==> src/rtl/axi4_lite_pkg.sv <==
// Shared AXI4-Lite definitions: response codes, protection default, master FSM states.
// Latency: n/a. Backpressure: n/a.
// Imported by the AXI4-Lite initiator and its bench.
package axi4_lite_pkg;

    localparam logic [1:0] RESP_OKAY   = 2'b00;
    localparam logic [1:0] RESP_EXOKAY = 2'b01;
    localparam logic [1:0] RESP_SLVERR = 2'b10;
    localparam logic [1:0] RESP_DECERR = 2'b11;

    localparam logic [2:0] PROT_DEFAULT = 3'b000;

    typedef enum logic [2:0] {
        ST_IDLE,
        ST_WR_REQ,
        ST_WR_RESP,
        ST_RD_REQ,
        ST_RD_RESP,
        ST_RSP
    } state_t;

endpackage

==> src/rtl/axi4_lite_master.sv <==
// AXI4-Lite initiator: single-beat cmd port -> one outstanding AXI4-Lite read or write.
// Latency: zero-wait slave, cmd accept at cycle 0 -> rsp_valid at cycle 3, cmd_ready again at cycle 4.
// Backpressure: cmd_ready only in IDLE; rsp held stable until rsp_ready; AXI VALIDs held until handshake.
module axi4_lite_master
    import axi4_lite_pkg::*;
#(
    parameter logic [31:0] C_BASEADDR         = 32'h40000000,
    parameter int          C_M_AXI_ADDR_WIDTH = 32,
    parameter int          C_M_AXI_DATA_WIDTH = 32
) (
    input  logic                              M_AXI_ACLK,
    input  logic                              M_AXI_ARESETN,

    input  logic                              cmd_valid,
    output logic                              cmd_ready,
    input  logic                              cmd_write,
    input  logic [C_M_AXI_ADDR_WIDTH-1:0]     cmd_addr,
    input  logic [C_M_AXI_DATA_WIDTH-1:0]     cmd_wdata,
    input  logic [C_M_AXI_DATA_WIDTH/8-1:0]   cmd_wstrb,

    output logic                              rsp_valid,
    input  logic                              rsp_ready,
    output logic                              rsp_write,
    output logic [C_M_AXI_DATA_WIDTH-1:0]     rsp_rdata,
    output logic [1:0]                        rsp_resp,

    output logic [C_M_AXI_ADDR_WIDTH-1:0]     M_AXI_AWADDR,
    output logic [2:0]                        M_AXI_AWPROT,
    output logic                              M_AXI_AWVALID,
    input  logic                              M_AXI_AWREADY,
    output logic [C_M_AXI_DATA_WIDTH-1:0]     M_AXI_WDATA,
    output logic [C_M_AXI_DATA_WIDTH/8-1:0]   M_AXI_WSTRB,
    output logic                              M_AXI_WVALID,
    input  logic                              M_AXI_WREADY,
    input  logic [1:0]                        M_AXI_BRESP,
    input  logic                              M_AXI_BVALID,
    output logic                              M_AXI_BREADY,

    output logic [C_M_AXI_ADDR_WIDTH-1:0]     M_AXI_ARADDR,
    output logic [2:0]                        M_AXI_ARPROT,
    output logic                              M_AXI_ARVALID,
    input  logic                              M_AXI_ARREADY,
    input  logic [C_M_AXI_DATA_WIDTH-1:0]     M_AXI_RDATA,
    input  logic [1:0]                        M_AXI_RRESP,
    input  logic                              M_AXI_RVALID,
    output logic                              M_AXI_RREADY
);

    localparam int AW = C_M_AXI_ADDR_WIDTH;
    localparam int DW = C_M_AXI_DATA_WIDTH;
    localparam int SW = DW / 8;
    localparam logic [AW-1:0] BASE = AW'(C_BASEADDR);

    state_t          state, state_n;
    logic            aw_done, aw_done_n;
    logic            w_done, w_done_n;
    logic            aw_fire, w_fire;
    logic [AW-1:0]   addr_q;
    logic [DW-1:0]   wdata_q;
    logic [SW-1:0]   wstrb_q;

    // Every handshake output decodes straight from state, so an async reset clears them with no edge.
    assign cmd_ready     = (state == ST_IDLE);
    assign rsp_valid     = (state == ST_RSP);
    assign M_AXI_AWVALID = (state == ST_WR_REQ) && !aw_done;
    assign M_AXI_WVALID  = (state == ST_WR_REQ) && !w_done;
    assign M_AXI_BREADY  = (state == ST_WR_RESP);
    assign M_AXI_ARVALID = (state == ST_RD_REQ);
    assign M_AXI_RREADY  = (state == ST_RD_RESP);

    assign M_AXI_AWADDR  = addr_q;
    assign M_AXI_ARADDR  = addr_q;
    assign M_AXI_WDATA   = wdata_q;
    assign M_AXI_WSTRB   = wstrb_q;
    assign M_AXI_AWPROT  = PROT_DEFAULT;
    assign M_AXI_ARPROT  = PROT_DEFAULT;

    assign aw_fire = M_AXI_AWVALID && M_AXI_AWREADY;
    assign w_fire  = M_AXI_WVALID && M_AXI_WREADY;

    always_ff @(posedge M_AXI_ACLK or negedge M_AXI_ARESETN) begin
        if (!M_AXI_ARESETN) begin
            state   <= ST_IDLE;
            aw_done <= 1'b0;
            w_done  <= 1'b0;
        end else begin
            state   <= state_n;
            aw_done <= aw_done_n;
            w_done  <= w_done_n;
        end
    end

    always_comb begin
        state_n   = state;
        aw_done_n = aw_done;
        w_done_n  = w_done;
        case (state)
            ST_IDLE: begin
                aw_done_n = 1'b0;
                w_done_n  = 1'b0;
                if (cmd_valid) state_n = cmd_write ? ST_WR_REQ : ST_RD_REQ;
            end
            ST_WR_REQ: begin
                // AW and W retire independently; leave only once both have been accepted.
                aw_done_n = aw_done || aw_fire;
                w_done_n  = w_done || w_fire;
                if (aw_done_n && w_done_n) state_n = ST_WR_RESP;
            end
            ST_WR_RESP: if (M_AXI_BVALID)  state_n = ST_RSP;
            ST_RD_REQ:  if (M_AXI_ARREADY) state_n = ST_RD_RESP;
            ST_RD_RESP: if (M_AXI_RVALID)  state_n = ST_RSP;
            ST_RSP:     if (rsp_ready)     state_n = ST_IDLE;
            default:    state_n = ST_IDLE;
        endcase
    end

    always_ff @(posedge M_AXI_ACLK or negedge M_AXI_ARESETN) begin
        if (!M_AXI_ARESETN) begin
            addr_q    <= '0;
            wdata_q   <= '0;
            wstrb_q   <= '0;
            rsp_write <= 1'b0;
            rsp_rdata <= '0;
            rsp_resp  <= RESP_OKAY;
        end else begin
            if (cmd_valid && cmd_ready) begin
                addr_q  <= BASE + cmd_addr;
                wdata_q <= cmd_wdata;
                wstrb_q <= cmd_wstrb;
            end
            if (state == ST_WR_RESP && M_AXI_BVALID) begin
                rsp_write <= 1'b1;
                rsp_rdata <= '0;
                rsp_resp  <= M_AXI_BRESP;
            end
            if (state == ST_RD_RESP && M_AXI_RVALID) begin
                rsp_write <= 1'b0;
                rsp_rdata <= M_AXI_RDATA;
                rsp_resp  <= M_AXI_RRESP;
            end
        end
    end

endmodule

==> config.mk <==
export PLATFORM = sky130hd
export DESIGN_NAME = axi4_lite_master
export DESIGN_NICKNAME = d
export VERILOG_FILES = /design/src/rtl/axi4_lite_pkg.sv /design/src/rtl/axi4_lite_master.sv
export SDC_FILE = /design/constraint.sdc
export NUM_CORES = 1
export LEC_CHECK = 0
export ABC_CLOCK_PERIOD_IN_PS = 1900
export BUFFER_PORTS_ARGS = -buffer_cell sky130_fd_sc_hd__buf_2
export CORE_UTILIZATION = 44
export CTS_CLUSTER_SIZE = 30
export DETAILED_ROUTE_END_ITERATION = 8
export PLACE_DENSITY_LB_ADDON = 0.1
export REMOVE_ABC_BUFFERS = 1
export SETUP_SLACK_MARGIN = 0.05
export SKIP_CTS_REPAIR_TIMING = 1
export SYNTH_ARGS = -nofsm -noshare
export SYNTH_HDL_FRONTEND = slang
export SYNTH_SLANG_ARGS = --single-unit
==> constraint.sdc <==
create_clock -name M_AXI_ACLK -period 1.9 [get_ports M_AXI_ACLK]
set_clock_uncertainty 0.05 [all_clocks]
set_input_delay 0.285 -clock M_AXI_ACLK [delete_from_list [all_inputs] [get_ports M_AXI_ACLK]]
set_output_delay 0.285 -clock M_AXI_ACLK [all_outputs]
set_load 0.02 [all_outputs]
==> summary.md <==
| Metric | Value |
|---|---|
| Area of the mapped netlist | 4419 um^2 |
| IO Pins | 262 |
| Max cap viols | 0 |
| Buf/Inv on CP | 2 |
| Setup crit start kind | flip-flop |
| Wire length after detailed routing | 10020 um |
| # DRC | 0 |
| Die Y | 102.2 um |
| Wire per inst | 14.85 um |
| CP Max Fanout | 15 |
| Post-DRT Antenna Nets | 0 |
| Final Cycle Share | 98.77% |
| GP Congestion | 0.7885 |
| Vias post-DR | 3239 |
| Leak Pwr | 0.003049 uW |
| Post-Syn Area per Cell | 14.21 um^2 |
| Clock Path Buffers | 2 |
| Worst setup margin | 0.02330 ns |
| Synthesis Warnings | 0 |
| HPWL after detailed placement | 7451 um |
| Hold Fails Final Rpt | 0 |
| Unrepaired setup endpoints after global routing | true |
| Crit path DAT | 1.54 ns |
| HP Class | input port to flip-flop |
| Area grow syn2layout | 32.28% |
| Outcome | complete, no violations |
| Vias in the first global route | 2965 |
| Root buffer cell | clkbuf_8 |
| CP max stage delay | 0.42 ns |
| Crit-path leading delay family | flip-flops |
| Setup violations, final | 0 |
| Library cells used by synthesis | 28 |
| EDFF count, synth | 0 |
| Clock Latency Late Sink | 0.36 ns |
| Rows | 36 |
| Synth area leaders | dfrtp_1 61%, mux2_2 16%, buf_4 6.8% |
| CP cell instances | buf_4 -> nand2b_1 -> nor3_1 -> buf_2 |
| Die area | 10450 um^2 |
| Layout cell share with drive strength beyond 1 | 63.47% |
| Top_reg_cell synth | dfrtp_1 |
| Port Buf Inserts | 255 |
| Crit. End Element | output pin |
| Initial antenna violation count | 0 |
| Antenna Cells | 0 |
| Die X | 102.2 um |
| Sequential area share after synthesis | 61.16% |
| FF+latch count, synth | 108 |
| Tot Pwr | 10590 uW |
| Post-synth top area cell | dfrtp_1 |
| Worst slack at placement | 0.1832 ns |
| Synth async-reset ratio | 100.0% |
| Initial core utilization | 45.21% |
| First-pass GRT wire length | 14790 um |
| Synth top area share | 61.16% |
| CTS tree | built |
| CTS buffer count | 9 |
| Slowest CP cell | dfrtp_1 |
| Nets | 651 |
| Vias per inst | 4.799 |
| GRT Total Usage | 18.87% |
| Final worst path period need | 1.877 ns |
| 1st-iter DRT viols | 101 |
| Largest net degree at the start of global routing | 51 |
| Worst VDD drop | 0.0009826 V |
| Total grt overflow | 0 |
| First drt pass iteration count | 4 |
| Power Density | 1812 nW/um^2 |
| Slew Limit Fails | 0 |
| CP required | 1.56 ns |
| Max Freq | 0.5329 GHz |
| H-tree depth | 3 |
| WS Path Type | flip-flop to output pin |
| Core area | 9774 um^2 |
| Clock transition at the registers of the reported paths | 0.10 ns |
| Post-Syn Instances | 311 |
| Clock sinks | 108 |
## final timing paths
path	from	endpoint	slack, ns	depth (start not counted)
hold reg to reg	rsp_rdata[22]	rsp_rdata[22]	0.45	1
min in group asynchronous	M_AXI_ARESETN	M_AXI_ARADDR[28]	0.33	2
hold / removal	cmd_addr[30]	M_AXI_ARADDR[30]	0.07	2
setup / recovery	state[2]	M_AXI_WVALID	0.02	4
max in group asynchronous	M_AXI_ARESETN	M_AXI_WDATA[20]	0.85	3
setup reg to reg	state[2]	M_AXI_WDATA[10]	0.20	3
## per-stage QoR
step	utilization, %	cells	hold WS, ns	instance area [um^2]	TNS (ns)
final	59.81	675	0.06759	5846	0
after global routing	59.81	675	0.04089	5846	-0.1282
after CTS	59.70	674	-0.2197	5836	-0.01277
after detailed placement	57.80	658	0.1923	5649	0
after global placement	57.80	658	0.1923	5649	0
after floorplan	-	261	-0.06059	4071	-173.67
## worst register-to-register path, delay by kind of cell, from the launching register on
family | cells | cell delay, ns
multiplexers | 1 | 0.39
AND/OR/NAND/NOR | 1 | 0.38
buffers and inverters | 1 | 0.36
flip-flops | 1 | 0.42
## logic make-up after synthesis
group	Yosys count	share of synthesized area (%)
compound gates	45	8.098
xor+xnor	1	0.1982
buf+inv	57	8.465
flops	108	61.16
mux	72	18.26
other cells	1	0.08486
simple gates	27	3.737
## cells in the final DEF (no fill, tap or decap), types with 3 or more instances in the layout
cell type	netlist	routed
mux2i_1	3	3
dfrtp_1	108	108
o21ai_0	4	4
nor2_1	9	9
buf_12	0	4
nor3b_1	3	3
buf_4	40	6
mux2_1	7	7
buf_2	8	254
clkbuf_8	0	10
nand2_1	4	4
mux2_2	62	62
conb_1	1	6
nor3_1	4	4
a22o_1	32	32
a21oi_1	5	5
## cell type report
type                    count  area, um^2
repair buffers            265        1406
clock inverters             5       45.04
fillers                   842        3929
multi-input cells         151        1376
well taps                 133       166.4
clock buffers              11       141.4
flip-flops and latches    108        2703
inverters                   2       7.507
## registers in the layout (all words and copies together), names as in the netlist
name,flops
M_AXI_WDATA,32
rsp_rdata,32
rsp_resp,2
M_AXI_ARADDR,32
M_AXI_WSTRB,4
rsp_write,1
w_done,1
state,3
aw_done,1
## synth_stat cells (all sizes together), types with 3 or more instances
| cell type | n |
|---|---|
| a21oi | 5 |
| a22o | 32 |
| buf | 49 |
| clkbuf | 6 |
| dfrtp | 108 |
| mux2 | 69 |
| mux2i | 3 |
| nand2 | 4 |
| nor2 | 9 |
| nor3 | 4 |
| nor3b | 3 |
| o21ai | 4 |
## power breakdown
group / internal (uW) / switching [uW] / total (uW)
clock: 533 / 787 / 1320
combinational: 2170 / 3190 / 5360
sequential: 3330 / 584 / 3910
## per-layer routing
layer	vias to the layer above	share of wire (%)	global-route usage, %
met2	148	50	31.08
met1	1570	41	23.15
met3	13	7.2	4.856
li1	1508	-	-
met4	0	2.0	9.231
met5	-	0	0
Note: power is estimated with default switching activity, not from simulation.
